## src/rtl/elf_io_pkg.sv

```systemverilog
// Shared types and constants for the CosmacELF HPS I/O blocks.
// Upload FSM states plus default index and RAM geometry.
package elf_io_pkg;

   typedef enum logic [2:0] {
      ST_IDLE,
      ST_REQ,
      ST_HOLD,
      ST_READY,
      ST_FETCH,
      ST_CAPT
   } upload_state_t;

   localparam logic [7:0] ELF_UPLOAD_INDEX = 8'h01;
   localparam int         ELF_RAM_ADDR_W   = 12;

endpackage

```

## src/rtl/elf_ram_uploader_if.sv

```systemverilog
// Bundle of ioctl upload, CPU hold and RAM read signals.
// master: the uploader itself; slave: HPS/CPU/RAM side.
interface elf_ram_uploader_if #(
   parameter int ADDR_W = 12
);

   logic              save_req;
   logic              ioctl_upload_req;
   logic              ioctl_upload;
   logic [7:0]        ioctl_index;
   logic              ioctl_rd;
   logic [24:0]       ioctl_addr;
   logic [7:0]        ioctl_din;
   logic              cpu_hold;
   logic              cpu_held;
   logic              ram_rd;
   logic [ADDR_W-1:0] ram_addr;
   logic [7:0]        ram_q;
   logic              busy;
   logic              done;
   logic              err;
   logic              ovf;

   modport master (
      input  save_req,
      input  ioctl_upload,
      input  ioctl_index,
      input  ioctl_rd,
      input  ioctl_addr,
      input  cpu_held,
      input  ram_q,
      output ioctl_upload_req,
      output ioctl_din,
      output cpu_hold,
      output ram_rd,
      output ram_addr,
      output busy,
      output done,
      output err,
      output ovf
   );

   modport slave (
      output save_req,
      output ioctl_upload,
      output ioctl_index,
      output ioctl_rd,
      output ioctl_addr,
      output cpu_held,
      output ram_q,
      input  ioctl_upload_req,
      input  ioctl_din,
      input  cpu_hold,
      input  ram_rd,
      input  ram_addr,
      input  busy,
      input  done,
      input  err,
      input  ovf
   );

endinterface

```

## src/rtl/elf_timeout_cnt.sv

```systemverilog
// Request timeout counter: clear, count while enabled, and
// flag the cycle on which the count steps onto all-ones.
module elf_timeout_cnt #(
   parameter int TIMEOUT_W = 24
) (
   input  logic clk,
   input  logic reset_n,
   input  logic i_clr,
   input  logic i_en,
   output logic o_expire
);

   localparam logic [TIMEOUT_W-1:0] C_ONE  = TIMEOUT_W'(1);
   localparam logic [TIMEOUT_W-1:0] C_LAST = '1 - C_ONE;

   logic [TIMEOUT_W-1:0] r_cnt;

   // Counter register: clear has priority over enable.
   always_ff @(posedge clk or negedge reset_n) begin
      if (!reset_n)   r_cnt <= '0;
      else if (i_clr) r_cnt <= '0;
      else if (i_en)  r_cnt <= r_cnt + C_ONE;
   end

   assign o_expire = i_en && (r_cnt == C_LAST);

endmodule

```

## src/rtl/elf_ram_uploader.sv

```systemverilog
// Streams CosmacELF RAM to the HPS over the ioctl upload path,
// holding the 1802 while the host reads bytes.
module elf_ram_uploader
   import elf_io_pkg::*;
#(
   parameter int         ADDR_W       = ELF_RAM_ADDR_W,
   parameter logic [7:0] UPLOAD_INDEX = ELF_UPLOAD_INDEX,
   parameter int         TIMEOUT_W    = 24
) (
   input  logic clk,
   input  logic reset_n,
   elf_ram_uploader_if.master bus
);

   upload_state_t     r_state;
   upload_state_t     w_nxt;
   logic              r_up_d;
   logic [ADDR_W-1:0] r_addr;
   logic [7:0]        r_din;
   logic              r_req;
   logic              r_hold;
   logic              r_ram_rd;
   logic              r_busy;
   logic              r_done;
   logic              r_err;
   logic              r_ovf;

   logic w_idx_ok;
   logic w_up_rise;
   logic w_oor;
   logic w_abort;
   logic w_timeout;
   logic w_oor_rd;
   logic w_latch;
   logic w_capt;
   logic w_cnt_en;
   logic w_cnt_clr;
   logic w_expire;

   assign w_idx_ok  = (bus.ioctl_index == UPLOAD_INDEX);
   assign w_up_rise = bus.ioctl_upload && !r_up_d;
   assign w_oor     = |bus.ioctl_addr[24:ADDR_W];

   elf_timeout_cnt #(
      .TIMEOUT_W (TIMEOUT_W)
   ) u_tmo (
      .clk      (clk),
      .reset_n  (reset_n),
      .i_clr    (w_cnt_clr),
      .i_en     (w_cnt_en),
      .o_expire (w_expire)
   );

   // Next-state and per-cycle event decode.
   always_comb begin
      w_nxt     = r_state;
      w_abort   = 1'b0;
      w_timeout = 1'b0;
      w_oor_rd  = 1'b0;
      w_latch   = 1'b0;
      w_capt    = 1'b0;
      w_cnt_en  = 1'b0;
      w_cnt_clr = (r_state != ST_REQ);
      unique case (r_state)
         ST_IDLE: begin
            if (bus.save_req)
               w_nxt = ST_REQ;
            else if (w_up_rise && w_idx_ok)
               w_nxt = ST_HOLD;
         end
         ST_REQ: begin
            w_cnt_en = 1'b1;
            if (bus.ioctl_upload && w_idx_ok) begin
               w_nxt = ST_HOLD;
            end else if (w_expire) begin
               w_nxt     = ST_IDLE;
               w_timeout = 1'b1;
            end
         end
         ST_HOLD: begin
            if (!bus.ioctl_upload) begin
               w_nxt   = ST_IDLE;
               w_abort = 1'b1;
            end else if (bus.cpu_held) begin
               w_nxt = ST_READY;
            end
         end
         ST_READY: begin
            if (!bus.ioctl_upload) begin
               w_nxt   = ST_IDLE;
               w_abort = 1'b1;
            end else if (bus.ioctl_rd) begin
               if (w_oor) begin
                  w_oor_rd = 1'b1;
               end else begin
                  w_nxt   = ST_FETCH;
                  w_latch = 1'b1;
               end
            end
         end
         ST_FETCH: begin
            if (!bus.ioctl_upload) begin
               w_nxt   = ST_IDLE;
               w_abort = 1'b1;
            end else begin
               w_nxt = ST_CAPT;
            end
         end
         ST_CAPT: begin
            if (!bus.ioctl_upload) begin
               w_nxt   = ST_IDLE;
               w_abort = 1'b1;
            end else begin
               w_nxt  = ST_READY;
               w_capt = 1'b1;
            end
         end
         default: w_nxt = ST_IDLE;
      endcase
   end

   // State, registered outputs and address/data registers.
   always_ff @(posedge clk or negedge reset_n) begin
      if (!reset_n) begin
         r_state  <= ST_IDLE;
         r_up_d   <= 1'b0;
         r_addr   <= '0;
         r_din    <= 8'hFF;
         r_req    <= 1'b0;
         r_hold   <= 1'b0;
         r_ram_rd <= 1'b0;
         r_busy   <= 1'b0;
         r_done   <= 1'b0;
         r_err    <= 1'b0;
         r_ovf    <= 1'b0;
      end else begin
         r_state  <= w_nxt;
         r_up_d   <= bus.ioctl_upload;
         r_req    <= (w_nxt == ST_REQ);
         r_hold   <= w_nxt inside {ST_HOLD, ST_READY, ST_FETCH, ST_CAPT};
         r_ram_rd <= (w_nxt == ST_FETCH);
         r_busy   <= (w_nxt != ST_IDLE);
         r_done   <= w_abort;
         r_err    <= w_timeout;
         if (w_latch)
            r_addr <= bus.ioctl_addr[ADDR_W-1:0];
         if (w_oor_rd)
            r_din <= 8'hFF;
         else if (w_capt)
            r_din <= bus.ram_q;
         if (w_nxt == ST_HOLD && r_state != ST_HOLD)
            r_ovf <= 1'b0;
         else if (w_oor_rd)
            r_ovf <= 1'b1;
      end
   end

   assign bus.ioctl_upload_req = r_req;
   assign bus.ioctl_din        = r_din;
   assign bus.cpu_hold         = r_hold;
   assign bus.ram_rd           = r_ram_rd;
   assign bus.ram_addr         = r_addr;
   assign bus.busy             = r_busy;
   assign bus.done             = r_done;
   assign bus.err              = r_err;
   assign bus.ovf              = r_ovf;

endmodule

```

## src/flat_wrapper.sv

```systemverilog
// flat-port wrapper written by rule: the top's interface ports become plain ports
module elf_ram_uploader_flat import elf_io_pkg::*;
#(
   parameter int         ADDR_W       = ELF_RAM_ADDR_W,
   parameter logic [7:0] UPLOAD_INDEX = ELF_UPLOAD_INDEX,
   parameter int         TIMEOUT_W    = 24
)
  (clk, reset_n, bus_save_req, bus_ioctl_upload, bus_ioctl_index, bus_ioctl_rd, bus_ioctl_addr, bus_cpu_held, bus_ram_q, bus_ioctl_upload_req, bus_ioctl_din, bus_cpu_hold, bus_ram_rd, bus_ram_addr, bus_busy, bus_done, bus_err, bus_ovf);
  elf_ram_uploader_if #(.ADDR_W(ADDR_W)) bus_i ();
  input  logic clk;
  input  logic reset_n;
  input wire logic [$bits(bus_i.save_req)-1:0] bus_save_req;
  input wire logic [$bits(bus_i.ioctl_upload)-1:0] bus_ioctl_upload;
  input wire logic [$bits(bus_i.ioctl_index)-1:0] bus_ioctl_index;
  input wire logic [$bits(bus_i.ioctl_rd)-1:0] bus_ioctl_rd;
  input wire logic [$bits(bus_i.ioctl_addr)-1:0] bus_ioctl_addr;
  input wire logic [$bits(bus_i.cpu_held)-1:0] bus_cpu_held;
  input wire logic [$bits(bus_i.ram_q)-1:0] bus_ram_q;
  output wire logic [$bits(bus_i.ioctl_upload_req)-1:0] bus_ioctl_upload_req;
  output wire logic [$bits(bus_i.ioctl_din)-1:0] bus_ioctl_din;
  output wire logic [$bits(bus_i.cpu_hold)-1:0] bus_cpu_hold;
  output wire logic [$bits(bus_i.ram_rd)-1:0] bus_ram_rd;
  output wire logic [$bits(bus_i.ram_addr)-1:0] bus_ram_addr;
  output wire logic [$bits(bus_i.busy)-1:0] bus_busy;
  output wire logic [$bits(bus_i.done)-1:0] bus_done;
  output wire logic [$bits(bus_i.err)-1:0] bus_err;
  output wire logic [$bits(bus_i.ovf)-1:0] bus_ovf;
  assign bus_i.save_req = bus_save_req;
  assign bus_i.ioctl_upload = bus_ioctl_upload;
  assign bus_i.ioctl_index = bus_ioctl_index;
  assign bus_i.ioctl_rd = bus_ioctl_rd;
  assign bus_i.ioctl_addr = bus_ioctl_addr;
  assign bus_i.cpu_held = bus_cpu_held;
  assign bus_i.ram_q = bus_ram_q;
  assign bus_ioctl_upload_req = bus_i.ioctl_upload_req;
  assign bus_ioctl_din = bus_i.ioctl_din;
  assign bus_cpu_hold = bus_i.cpu_hold;
  assign bus_ram_rd = bus_i.ram_rd;
  assign bus_ram_addr = bus_i.ram_addr;
  assign bus_busy = bus_i.busy;
  assign bus_done = bus_i.done;
  assign bus_err = bus_i.err;
  assign bus_ovf = bus_i.ovf;
  elf_ram_uploader #(.ADDR_W(ADDR_W), .UPLOAD_INDEX(UPLOAD_INDEX), .TIMEOUT_W(TIMEOUT_W)) u_core (.clk(clk), .reset_n(reset_n), .bus(bus_i));
endmodule
```

## config.mk

```make
export PLATFORM = sky130hd
export DESIGN_NAME = elf_ram_uploader_flat
export DESIGN_NICKNAME = d
export VERILOG_FILES = /design/src/rtl/elf_io_pkg.sv /design/src/rtl/elf_ram_uploader_if.sv /design/src/rtl/elf_timeout_cnt.sv /design/src/rtl/elf_ram_uploader.sv /design/src/flat_wrapper.sv
export SDC_FILE = /design/constraint.sdc
export NUM_CORES = 1
export LEC_CHECK = 0
export ABC_AREA = 1
export CAP_MARGIN = 20
export CORE_AREA = 2 2 79 81
export CTS_CLUSTER_DIAMETER = 120
export DETAILED_ROUTE_END_ITERATION = 7
export DIE_AREA = 0 0 81 83
export PLACE_DENSITY = 0.78
export SLEW_MARGIN = 30
export SYNTH_ARGS = -nofsm -noshare
export SYNTH_HDL_FRONTEND = slang
export SYNTH_SLANG_ARGS = --single-unit
```

## constraint.sdc

```tcl
create_clock -name clk -period 1.8 [get_ports clk]
set_input_delay 0.45 -clock clk [delete_from_list [all_inputs] [get_ports clk]]
set_output_delay 0.45 -clock clk [all_outputs]
set_load 0.1 [all_outputs]
```

==> run summary <==
Largest family of logic cells by synthesized area - simple AND/OR/NAND/NOR gates
Synthesis-to-layout area growth - 46.3%
DIE WIDTH - 81 um
DRC Markers - 0
PwrDens - 880 nW/um2
DIE HEIGHT - 83 um
WL/cell - 12.7 um
Worst Setup Slack, final - 0.172 ns
CP Capture Type - register
Global-route wire length before repair - 11.5 mm
CTS H-tree depth - 2
Comb pwr share - 34.1%
Synth Warn # - 0
Synthesized cell area - 2740 um2
Synth cell types - 27
Final Hold Viols - 0
Crit Path Max Fanout - 6
Final setup vio count - 0
Multi-input gate area - 1200 um2
Vias in the first global route - 2,609
Die area - 6720 um2
Initial core utilization - 47.1%
Static Leak - 0.00187 uW
Via count - 2,511
Number of max-cap violations - 0
Share of layout cells above drive strength 1 - 17.5%
Number of synthesized flops with an enable pin - 0
Post-Synthesis Cells - 352
Simple-gate share of the synthesized area - 36.3%
Synth Area in Compound Gates - 3.70%
R2R Path End - u_core.u_tmo.r_cnt[22]
Clock Pin Slew Worst Setup and Hold Paths - 0.10 ns
Sink Count - 55
GRT Util Overall - 21.2%
I/O pin cnt - 74
Largest net degree at the start of global routing - 56
Fin cells - 514
Synthesized Nets - 401
ANT cells - 0
Placed cell areas - 3900 um2
Critical Path Start - u_core.u_tmo.r_cnt[0]
Status - completed
IO buf count - 73
CTS Buffer Depth - 2
Met2 routed WL - 3.34 mm
Ys async rst share - 100%
Final ANT Viol Nets - 0
Routed vias/inst - 4.89
Uppermost layer routed - met4
TritonCTS clock tree - built
Seq/Total Area, Yosys - 50.6%
Hold Crit Class - input pin to asynchronous set/reset pin
GRT overflow - 0
Sequential share of power - 43.0%
Sw Pwr - 1290 uW
Peak supply drop - 0.000833 V
Iter 0 DRT Violations - 125
Crit path to - u_core.u_tmo.r_cnt[22]
Post-route minimum period - 1.63 ns
Sw Ratio - 36.6%
Worst-Margin Slew - 0.319 ns
CP arrival - 1.84 ns
Final wirelength - 6.53 mm
Layout Nets - 488
Finished Cell Area - 4010 um2
Max Slew Vio Count - 0
F_max - 614 MHz
Clock share of power - 22.8%
Post-synthesis register bit count - 55
R2R Path Start - u_core.u_tmo.r_cnt[0]
Sequential cell area - 1390 um2
Initial antenna violation count - 0
Post-synth top flop - dfrtp_1
Wire length on met3 - 405 um
Clk_lat worst skew - 0.32 ns
DP Worst Slack - -0.133 ns
Root Buffer - clkbuf_8
Core area - 5820 um2
Internal power - 2240 uW
Xor and xnor area share after synthesis - 2.88%
Avg Cell Area, Syn - 7.78 um2
Inserted Clock Buffers - 5
Router iterations before antenna repair - 6
Cell total after placement - 507
Kind of critical path - register to register
FILL cells - 474
Clock skew - 0.0111 ns
Register-to-register setup slack - 0.17 ns
Max-slew headroom - 78.2%
Reg2reg path depth - 10
Proportion of synthesized area in mux cells - 0%
Routability cong. - 0.895
CP startpoint kind - register
Row Count - 28
Post-synthesis adder-cell area fraction - 0.914%
Req. time, crit path - 2.01 ns
Wire length on met1 - 2.72 mm
Final period utilization - 90.5%
RSZ-0062 raised after global routing - false
HPWL Detailed - 4.96 mm
registers in the layout, indices dropped and copies added, names as in the netlist:
name                         cells
u_core.bus.ioctl_din             8
u_core.bus.err                   1
u_core.bus.ovf                   1
u_core.bus.ram_addr             12
u_core.bus.ioctl_upload_req      1
u_core.bus.ram_rd                1
u_core.bus.done                  1
u_core.bus.cpu_hold              1
u_core.bus.busy                  1
u_core.r_state                   3
u_core.u_tmo.r_cnt              24
u_core.r_up_d                    1
power groups by stage:
stage          Clock, uW  Combinational, uW  Sequential [uW]
6_report             805               1200             1520
5_1_grt              873               1300             1530
4_1_cts              820               1210             1510
3_5_place_dp           0               1200             1530
3_3_place_gp           0               1180             1530
2_1_floorplan          0                361             1850
cells in the final DEF (no fill, tap or decap):
cell type | Yosys | final
clkdlybuf4s50_1 | 0 | 45
o21ai_1 | 1 | 1
o21a_1 | 1 | 1
inv_1 | 28 | 28
xor2_1 | 5 | 5
inv_2 | 4 | 4
a21oi_1 | 8 | 8
clkbuf_8 | 0 | 5
xnor2_1 | 4 | 4
nor2_2 | 7 | 7
buf_12 | 0 | 29
ha_1 | 2 | 2
bufinv_16 | 0 | 1
nand2_2 | 4 | 4
nor3_4 | 1 | 1
nor2_4 | 3 | 3
nand2_1 | 112 | 112
nor2_1 | 74 | 74
dfstp_2 | 8 | 8
nand4_1 | 3 | 3
and3_1 | 1 | 1
buf_2 | 2 | 1
nor3_2 | 1 | 1
nand3_2 | 2 | 2
a2111oi_0 | 1 | 1
nor3_1 | 6 | 6
nand2_4 | 1 | 1
o21ai_0 | 8 | 8
dfrtp_2 | 0 | 1
dfrtp_1 | 47 | 46
buf_4 | 0 | 9
clkbuf_1 | 0 | 1
nand3_1 | 16 | 16
layout make-up:
type | instances | share of cell area [%]
inverter | 32 | 3.00
sequential | 55 | 34.6
clock inverter | 1 | 0.750
multi-input combinational | 261 | 29.9
clock buffer | 6 | 1.81
tap | 75 | 2.34
timing repair buffer | 84 | 27.5
critical path, cell delays in order, from the launching register on:
cell,delay (ns)
dfrtp_2,0.42
ha_1,0.20
nand2_2,0.08
nor2_4,0.15
nand3_2,0.14
nor2_4,0.18
nand2_4,0.07
nor2_4,0.11
nand2_1,0.06
nand2_1,0.06
nor2_1,0.04
how the worst min path moves through the flow:
stage | startpoint | end | slack (ns)
global route | reset_n | u_core.u_tmo.r_cnt[20] | 0.12
CTS | reset_n | u_core.u_tmo.r_cnt[15] | 0.12
finish | reset_n | u_core.u_tmo.r_cnt[15] | 0.10
detailed placement | reset_n | u_core.u_tmo.r_cnt[18] | 0.47
global placement | reset_n | u_core.u_tmo.r_cnt[18] | 0.47
floorplan | reset_n | u_core.bus.busy | 0.15
per-stage QoR:
step | setup TNS (ns) | power [uW] | hold slack, ns | utilization, %
2_1_floorplan | 0 | 2210 | 0.154 | -
3_3_place_gp | -0.774 | 2710 | 0.469 | 67.1
3_5_place_dp | -1.36 | 2730 | 0.471 | 67.1
4_1_cts | 0 | 3540 | 0.124 | 68.9
5_1_grt | 0 | 3700 | 0.117 | 68.9
6_report | 0 | 3530 | 0.102 | 68.9
per-layer routing:
layer | vias up | global-route usage (%)
met5 | - | 0
met4 | 0 | 3.39
met3 | 6 | 6.63
met2 | 59 | 35.9
met1 | 1191 | 26.9
li1 | 1255 | -
timing repair:
| item | 4_1_cts | 5_1_grt |
|---|---|---|
| resized for setup | 0 | 1 |
| hold buffers | 0 | 0 |
| buffers inserted | 0 | 0 |
| setup endpoints to repair | 0 | 3 |
cell usage after synthesis (2+ instances only):
master / count / area, um2
nand3_2: 2 / 20.0
nor2_1: 74 / 278
o21ai_0: 8 / 40.0
dfrtp_1: 47 / 1180
nand3_1: 16 / 80.1
dfstp_2: 8 / 210
nor2_2: 7 / 43.8
xnor2_1: 4 / 35.0
nand2_1: 112 / 420
nor3_1: 6 / 30.0
buf_6: 2 / 22.5
buf_2: 2 / 10.0
nand2_2: 4 / 25.0
ha_1: 2 / 25.0
xor2_1: 5 / 43.8
inv_2: 4 / 15.0
nor2_4: 3 / 33.8
inv_1: 28 / 105
a21oi_1: 8 / 40.0
nand4_1: 3 / 18.8
cells by family (layout without fill, tap and decap cells):
logic type               after synthesis  count (layout)
buffers and inverters                 36             123
adder cells (fa/ha/maj)                2               2
flip-flops                            55              55
AND/OR/NAND/NOR                      231             231
AO/OA/AOI/OAI                         19              19
XOR/XNOR                               9               9
Note: power is estimated with default switching activity, not from simulation.
